<file path="src/rtl/cv32e40p_rf_wb_arbiter.sv">
// Small power-of-two FIFO for writeback requests; an entry pushed in one cycle is at
// the head the next cycle (no bypass). full_o depends only on stored occupancy.
module cv32e40p_rf_wb_fifo #(
  parameter int WIDTH = 8,
  parameter int DEPTH = 2
) (
  input  logic             clk_int,
  input  logic             rst_n,
  input  logic             push_i,
  input  logic [WIDTH-1:0] data_i,
  input  logic             pop_i,
  output logic [WIDTH-1:0] data_o,
  output logic             empty_o,
  output logic             full_o
);
  localparam int PW = $clog2(DEPTH);

  logic [WIDTH-1:0] mem_q [DEPTH];
  logic [PW:0]      wr_ptr_q;
  logic [PW:0]      rd_ptr_q;

  // Extra pointer bit distinguishes full from empty when the indices match.
  assign empty_o = (wr_ptr_q == rd_ptr_q);
  assign full_o  = (wr_ptr_q[PW] != rd_ptr_q[PW]) &&
                   (wr_ptr_q[PW-1:0] == rd_ptr_q[PW-1:0]);
  assign data_o  = mem_q[rd_ptr_q[PW-1:0]];

  always_ff @(posedge clk_int or negedge rst_n) begin
    if (!rst_n) begin
      wr_ptr_q <= '0;
      rd_ptr_q <= '0;
    end else begin
      if (push_i) wr_ptr_q <= wr_ptr_q + {{PW{1'b0}}, 1'b1};
      if (pop_i)  rd_ptr_q <= rd_ptr_q + {{PW{1'b0}}, 1'b1};
    end
  end

  always_ff @(posedge clk_int) begin
    if (push_i) mem_q[wr_ptr_q[PW-1:0]] <= data_i;
  end
endmodule

// Register-file writeback arbiter: ALU (unbuffered) plus buffered LSU/APU onto two
// write ports, registered outputs one cycle after selection; LSU/APU ready = FIFO not full.
module cv32e40p_rf_wb_arbiter #(
  parameter int ADDR_WIDTH = 6,
  parameter int DATA_WIDTH = 32,
  parameter int FIFO_DEPTH = 2
) (
  input  logic                  clk_int,
  input  logic                  rst_n,
  input  logic                  ex_valid_i,
  input  logic [ADDR_WIDTH-1:0] ex_waddr_i,
  input  logic [DATA_WIDTH-1:0] ex_wdata_i,
  input  logic                  lsu_valid_i,
  output logic                  lsu_ready_o,
  input  logic [ADDR_WIDTH-1:0] lsu_waddr_i,
  input  logic [DATA_WIDTH-1:0] lsu_wdata_i,
  input  logic                  apu_valid_i,
  output logic                  apu_ready_o,
  input  logic [ADDR_WIDTH-1:0] apu_waddr_i,
  input  logic [DATA_WIDTH-1:0] apu_wdata_i,
  output logic                  we_a_o,
  output logic [ADDR_WIDTH-1:0] waddr_a_o,
  output logic [DATA_WIDTH-1:0] wdata_a_o,
  output logic                  we_b_o,
  output logic [ADDR_WIDTH-1:0] waddr_b_o,
  output logic [DATA_WIDTH-1:0] wdata_b_o,
  output logic                  pending_o,
  output logic [15:0]           wait_cnt_o
);
  localparam int EW = ADDR_WIDTH + DATA_WIDTH;

  typedef enum logic [1:0] {SRC_NONE, SRC_E, SRC_L, SRC_P} src_e;

  logic [EW-1:0] l_head, p_head, ex_ent, a_ent, b_ent;
  logic          l_empty, l_full, p_empty, p_full;
  logic          l_vld, p_vld, l_pop, p_pop;
  logic          win_l, collide, wait_inc;
  src_e          win_src, los_src, a_src, b_src, b_iss;
  logic          rr_q, rr_d;
  logic          we_a_d, we_b_d;
  logic          we_a_q, we_b_q;
  logic [ADDR_WIDTH-1:0] waddr_a_q, waddr_b_q;
  logic [DATA_WIDTH-1:0] wdata_a_q, wdata_b_q;
  logic [15:0]           wait_cnt_q;

  assign lsu_ready_o = !l_full;
  assign apu_ready_o = !p_full;
  assign l_vld       = !l_empty;
  assign p_vld       = !p_empty;
  assign ex_ent      = {ex_waddr_i, ex_wdata_i};

  cv32e40p_rf_wb_fifo #(.WIDTH(EW), .DEPTH(FIFO_DEPTH)) u_lsu_fifo (
    .clk_int (clk_int),
    .rst_n   (rst_n),
    .push_i  (lsu_valid_i && lsu_ready_o),
    .data_i  ({lsu_waddr_i, lsu_wdata_i}),
    .pop_i   (l_pop),
    .data_o  (l_head),
    .empty_o (l_empty),
    .full_o  (l_full)
  );

  cv32e40p_rf_wb_fifo #(.WIDTH(EW), .DEPTH(FIFO_DEPTH)) u_apu_fifo (
    .clk_int (clk_int),
    .rst_n   (rst_n),
    .push_i  (apu_valid_i && apu_ready_o),
    .data_i  ({apu_waddr_i, apu_wdata_i}),
    .pop_i   (p_pop),
    .data_o  (p_head),
    .empty_o (p_empty),
    .full_o  (p_full)
  );

  function automatic logic [EW-1:0] pick(src_e s, logic [EW-1:0] e,
                                         logic [EW-1:0] l, logic [EW-1:0] p);
    case (s)
      SRC_E:   return e;
      SRC_L:   return l;
      SRC_P:   return p;
      default: return '0;
    endcase
  endfunction

  always_comb begin
    // rr_q == 0 favours the LSU when both buffered heads compete.
    win_l   = l_vld && (!p_vld || !rr_q);
    win_src = win_l ? SRC_L : SRC_P;
    los_src = win_l ? SRC_P : SRC_L;
    a_src   = SRC_NONE;
    b_src   = SRC_NONE;
    if (ex_valid_i) begin
      a_src = SRC_E;
      if (l_vld || p_vld) b_src = win_src;
    end else begin
      if (l_vld || p_vld) a_src = win_src;
      if (l_vld && p_vld) b_src = los_src;
    end

    a_ent   = pick(a_src, ex_ent, l_head, p_head);
    b_ent   = pick(b_src, ex_ent, l_head, p_head);
    collide = (a_src != SRC_NONE) && (b_src != SRC_NONE) &&
              (a_ent[EW-1:DATA_WIDTH] == b_ent[EW-1:DATA_WIDTH]);
    b_iss   = collide ? SRC_NONE : b_src;

    // Zero-address heads are consumed like real writes but never raise we.
    l_pop    = (a_src == SRC_L) || (b_iss == SRC_L);
    p_pop    = (a_src == SRC_P) || (b_iss == SRC_P);
    wait_inc = (l_vld && !l_pop) || (p_vld && !p_pop);

    rr_d = rr_q;
    if (l_vld && p_vld && (!ex_valid_i || !collide)) rr_d = !rr_q;

    we_a_d = (a_src != SRC_NONE) && (a_ent[EW-1:DATA_WIDTH] != '0);
    we_b_d = (b_iss != SRC_NONE) && (b_ent[EW-1:DATA_WIDTH] != '0);
  end

  always_ff @(posedge clk_int or negedge rst_n) begin
    if (!rst_n) begin
      rr_q       <= 1'b0;
      we_a_q     <= 1'b0;
      we_b_q     <= 1'b0;
      waddr_a_q  <= '0;
      wdata_a_q  <= '0;
      waddr_b_q  <= '0;
      wdata_b_q  <= '0;
      wait_cnt_q <= '0;
    end else begin
      rr_q   <= rr_d;
      we_a_q <= we_a_d;
      we_b_q <= we_b_d;
      if (we_a_d) begin
        waddr_a_q <= a_ent[EW-1:DATA_WIDTH];
        wdata_a_q <= a_ent[DATA_WIDTH-1:0];
      end
      if (we_b_d) begin
        waddr_b_q <= b_ent[EW-1:DATA_WIDTH];
        wdata_b_q <= b_ent[DATA_WIDTH-1:0];
      end
      if (wait_inc && (wait_cnt_q != 16'hFFFF)) wait_cnt_q <= wait_cnt_q + 16'd1;
    end
  end

  assign we_a_o     = we_a_q;
  assign waddr_a_o  = waddr_a_q;
  assign wdata_a_o  = wdata_a_q;
  assign we_b_o     = we_b_q;
  assign waddr_b_o  = waddr_b_q;
  assign wdata_b_o  = wdata_b_q;
  assign pending_o  = l_vld || p_vld;
  assign wait_cnt_o = wait_cnt_q;
endmodule

</file>
<file path="config.mk">
export PLATFORM = sky130hd
export DESIGN_NAME = cv32e40p_rf_wb_arbiter
export DESIGN_NICKNAME = d
export VERILOG_FILES = /design/src/rtl/cv32e40p_rf_wb_arbiter.sv
export SDC_FILE = /design/constraint.sdc
export NUM_CORES = 1
export LEC_CHECK = 0
export ABC_AREA = 1
export CAP_MARGIN = 30
export CELL_PAD_IN_SITES_DETAIL_PLACEMENT = 2
export CELL_PAD_IN_SITES_GLOBAL_PLACEMENT = 2
export CORE_MARGIN = 2
export CORE_UTILIZATION = 32
export DETAILED_ROUTE_END_ITERATION = 6
export PLACE_DENSITY_LB_ADDON = 0.1
export SLEW_MARGIN = 10
export SYNTH_ARGS = -nofsm -noshare
export SYNTH_HDL_FRONTEND = slang
export SYNTH_SLANG_ARGS = --single-unit
</file>
<file path="constraint.sdc">
create_clock -name clk_int -period 3.5 [get_ports clk_int]
set_clock_uncertainty 0.2 [all_clocks]
set_input_delay 1.05 -clock clk_int [delete_from_list [all_inputs] [get_ports clk_int]]
set_output_delay 1.05 -clock clk_int [all_outputs]
set_load 0.02 [all_outputs]
</file>
==> results summary <==
The flow ran to the end, and the final reports show no timing, DRC or antenna violations. The average instance in the mapped netlist occupies 9.80 um^2. For the finished layout, the period the worst path requires is 3.42 ns. The synthesized netlist cell count is 1146. The pin count of the biggest net entering global routing is 67. In this run the remaining antenna-violating nets after routing total 0. In the final routed layout, each cell accounts on average for 21.4 um.

The share of synthesized area occupied by flip-flops and latches came out at 63.6%. After synthesis, the largest family of logic cells by area is simple AND/OR/NAND/NOR gates. The final global-route overflow total is 0. The count of flip-flops with a built-in enable after synthesis is 152. The synthesized netlist net count is 1266. The endpoint arrival time on the critical path is 2.17 ns. In this run the worst hold path is classified as primary input to asynchronous set/reset pin.

Row generation in the floorplan step produced 68 rows. The floorplan step set the die height to 191 um. The number of pins exceeding their max-slew limit in the final report came out at 0. The clock insertion delay at the later pin of the skew report came out at 0.56 ns. The distinct cell type count of the synthesized netlist is 37.

The clock tree from TritonCTS is built. The final-report setup violation count is 0. The placed instances occupy a cell area of 0.0141 mm^2. After synthesis, the share of cell area in mux cells is 0%. The area of the mapped netlist came out at 0.0112 mm^2. The count of fill cells added during filler insertion came out at 3703.

The sink count of the clock tree came out at 255. The chip width came out at 191 um. In the routed design, unresolved DRC markers number 0. The area growth from synthesis to layout is 34.3%. The required time of the worst setup path came out at 2.25 ns. The total of buffers placed on input and output ports came out at 215. Along the worst path, the maximum fanout reaches 5.

For the pin with the worst max-slew slack, the measured transition is 0.600 ns. The placeable core region came out at 0.0345 mm^2. The worst setup path is launched from a flip-flop. The setup fix buffers added after clock tree synthesis is 0.

Summed over all layers, the routed wires come to 39800 um. After Yosys synthesis, and, or, nand and nor cells account for 23.2% of the synthesized area. The multi-input combinational cells in the finished layout cover a total of 0.00371 mm^2. The complex-gate fraction of the synthesized area came out at 7.70%. The net count of the finished layout is 1497. The detailed router's first-iteration violation count is 410.

After routing the design area is 0.0151 mm^2. The global-route wire length before repair came out at 61600 um. The register-to-register setup slack is 0.44 ns.

Dividing total power by cell area gives a power density of 1060 mW/mm^2. The number of levels in the clock H-tree is 1. The worst setup path is captured at an output port. The analysis attributes to cell leakage a power of 6.25 nW. The final hold violation count was 0.

Clock-pin slew was measured on the worst setup and hold paths at 0.06 ns. The number of global-route vias before repair is 10300. The number of antenna violations at the first check in global routing is 4. The warning count from the yosys run came out at 0. The CTS buffer count came out at 31.

The fraction of the cycle the final worst path needs came out at 97.6%. The synthesized-area fraction occupied by xor and xnor cells came out at 1.64%. The max-capacitance violation count is 0. The largest voltage drop on the vdd net came out at 0.805 mV. In this run the deepest clock path goes through 3 buffers. The routability congestion estimate is 0.863. The number of vias per cell is 4.98. The setup path with the least slack is of type flip-flop to output port. The post-synthesis share of cell area spent on full adders, half adders and majority gates came out at 0.111%. The die covers 0.0366 mm^2.

Summed over all nets, the half-perimeter wirelength after detailed placement is 27500 um. The first detailed-routing pass ran for 4 iterations. The total power of the final layout came out at 0.0160 W. The most used flip-flop cell after synthesis is sky130_fd_sc_hd__edfxtp_1. The initial standard-cell utilization of the core is 32.5%.

The global routing usage summed across all routing layers is 22.2%. The maximum achievable frequency is 293 MHz. 216 I/O pins were placed. Registers take 0.00715 mm^2. The via total after detailed routing is 9245.

The share of synthesized registers carrying an async set or reset is 40.4%. The cell sitting at the root of the clock tree is a sky130_fd_sc_hd__clkbuf_16. Synthesis inferred 255 register bits. Cells with a size suffix above 1 make up 9.70% of the layout. The relative slew slack came out at 59.6%.
layout make-up:
type / count / area share [%]
timing repair buffer: 249 / 16.6
sequential: 255 / 47.4
tap: 455 / 3.77
clock inverter: 17 / 0.846
inverter: 44 / 1.13
clock buffer: 41 / 5.66
antenna: 1 / 0.0166
multi-input combinational: 796 / 24.6
power by group:
group / total, W / internal, W / switching, W
combinational: 0.00803 / 0.00273 / 0.00531
sequential: 0.00490 / 0.00435 / 0.000558
clock: 0.00308 / 0.00179 / 0.00129
per-layer routing:
layer  wire length (um)  part of all wire [%]  track usage [%]
met1              17700                    44             29.5
met2              19500                    49             38.4
met3               1770                   4.5             3.34
met4                816                   2.0             5.03
met5                 42                  0.11                0
logic make-up (layout without fill, tap and decap cells):
| logic type | count (synthesis) | in the layout |
|---|---|---|
| adder cells (fa/ha/maj) | 1 | 1 |
| other | 0 | 1 |
| flip-flops | 255 | 255 |
| AND/OR/NAND/NOR | 630 | 630 |
| XOR/XNOR | 21 | 21 |
| buffers and inverters | 95 | 351 |
| AO/OA/AOI/OAI | 144 | 144 |
cell usage after synthesis, types with 6 or more instances:
library cell	count	share of area, %
sky130_fd_sc_hd__nor2_1	67	2.2
sky130_fd_sc_hd__inv_1	35	1.2
sky130_fd_sc_hd__nor3_1	6	0.27
sky130_fd_sc_hd__buf_4	7	0.47
sky130_fd_sc_hd__dfrtp_1	103	23
sky130_fd_sc_hd__o21ai_1	32	1.4
sky130_fd_sc_hd__edfxtp_1	152	41
sky130_fd_sc_hd__nand2_4	6	0.60
sky130_fd_sc_hd__o21ai_0	17	0.76
sky130_fd_sc_hd__xor2_1	18	1.4
sky130_fd_sc_hd__a21oi_1	57	2.5
sky130_fd_sc_hd__nand3_2	7	0.62
sky130_fd_sc_hd__nand2_2	10	0.56
sky130_fd_sc_hd__clkbuf_1	34	1.1
sky130_fd_sc_hd__inv_2	7	0.23
sky130_fd_sc_hd__nand2_1	473	16
sky130_fd_sc_hd__nand3_1	47	2.1
sky130_fd_sc_hd__a41oi_1	31	2.4
registers in the layout, indices dropped and copies added, names as in the netlist:
signal	cells
we_b_o	1
u_lsu_fifo.wr_ptr_q	2
u_apu_fifo.mem_q	76
waddr_b_o	6
wdata_a_o	32
we_a_o	1
u_apu_fifo.rd_ptr_q	2
u_lsu_fifo.rd_ptr_q	2
u_apu_fifo.wr_ptr_q	2
u_lsu_fifo.mem_q	76
wdata_b_o	32
waddr_a_o	6
rr_q	1
wait_cnt_o	16
what timing repair did:
item | 4_1_cts | 5_1_grt
resized for setup | 1 | 3
hold buffers | 0 | 0
pin swaps | 0 | 0
endpoints found under the setup margin | 1 | 2
placed cells by master, fill, tap and decap left out, types with 7 or more instances in the layout:
master / synthesis / layout
sky130_fd_sc_hd__clkbuf_16: 0 / 31
sky130_fd_sc_hd__dfrtp_1: 103 / 99
sky130_fd_sc_hd__buf_12: 0 / 8
sky130_fd_sc_hd__nand2_1: 473 / 472
sky130_fd_sc_hd__xor2_1: 18 / 18
sky130_fd_sc_hd__a21oi_1: 57 / 57
sky130_fd_sc_hd__nand3_2: 7 / 7
sky130_fd_sc_hd__o21ai_0: 17 / 17
sky130_fd_sc_hd__nand3_1: 47 / 47
sky130_fd_sc_hd__inv_2: 7 / 7
sky130_fd_sc_hd__edfxtp_1: 152 / 152
sky130_fd_sc_hd__o21ai_1: 32 / 32
sky130_fd_sc_hd__inv_1: 35 / 35
sky130_fd_sc_hd__buf_4: 7 / 27
sky130_fd_sc_hd__a41oi_1: 31 / 31
sky130_fd_sc_hd__clkdlybuf4s50_1: 0 / 212
sky130_fd_sc_hd__nor2_1: 67 / 62
sky130_fd_sc_hd__nand2_2: 10 / 11
sky130_fd_sc_hd__clkinv_2: 0 / 13
metrics by stage:
step	hold slack, ns	TNS [ns]	instances	util [%]	setup WS, ns
after detailed placement	0.286	0	1799	40.8	0.0905
final	0.244	0	1858	43.7	0.0831
after CTS	0.243	0	1857	43.6	0.0146
after global routing	0.258	-0.00102	1857	43.7	-0.00102
after floorplan	0.300	0	1146	-	0.0538
after global placement	0.282	0	1799	40.8	0.224
final timing paths:
| path | end | from | depth (start not counted) |
|---|---|---|---|
| max | pending_o | u_lsu_fifo.wr_ptr_q[0] | 6 |
| min | u_apu_fifo.wr_ptr_q[1] | rst_n | 1 |
| max reg2reg | wdata_b_o[24] | u_lsu_fifo.wr_ptr_q[0] | 20 |
| min reg2reg | wdata_b_o[18] | wdata_b_o[18] | 2 |
| max in group asynchronous | wdata_a_o[1] | rst_n | 2 |
| min in group clk_int | wdata_b_o[18] | wdata_b_o[18] | 2 |
critical path, stage by stage, from the launching register on:
cell	delay, ns
sky130_fd_sc_hd__dfrtp_2	0.45
sky130_fd_sc_hd__inv_1	0.17
sky130_fd_sc_hd__nand2_1	0.10
sky130_fd_sc_hd__nand2_2	0.08
sky130_fd_sc_hd__nor2_4	0.05
sky130_fd_sc_hd__nand2_2	0.12
sky130_fd_sc_hd__clkdlybuf4s50_1	0.62
No activity file was read; power rests on OpenSTA's default activity.
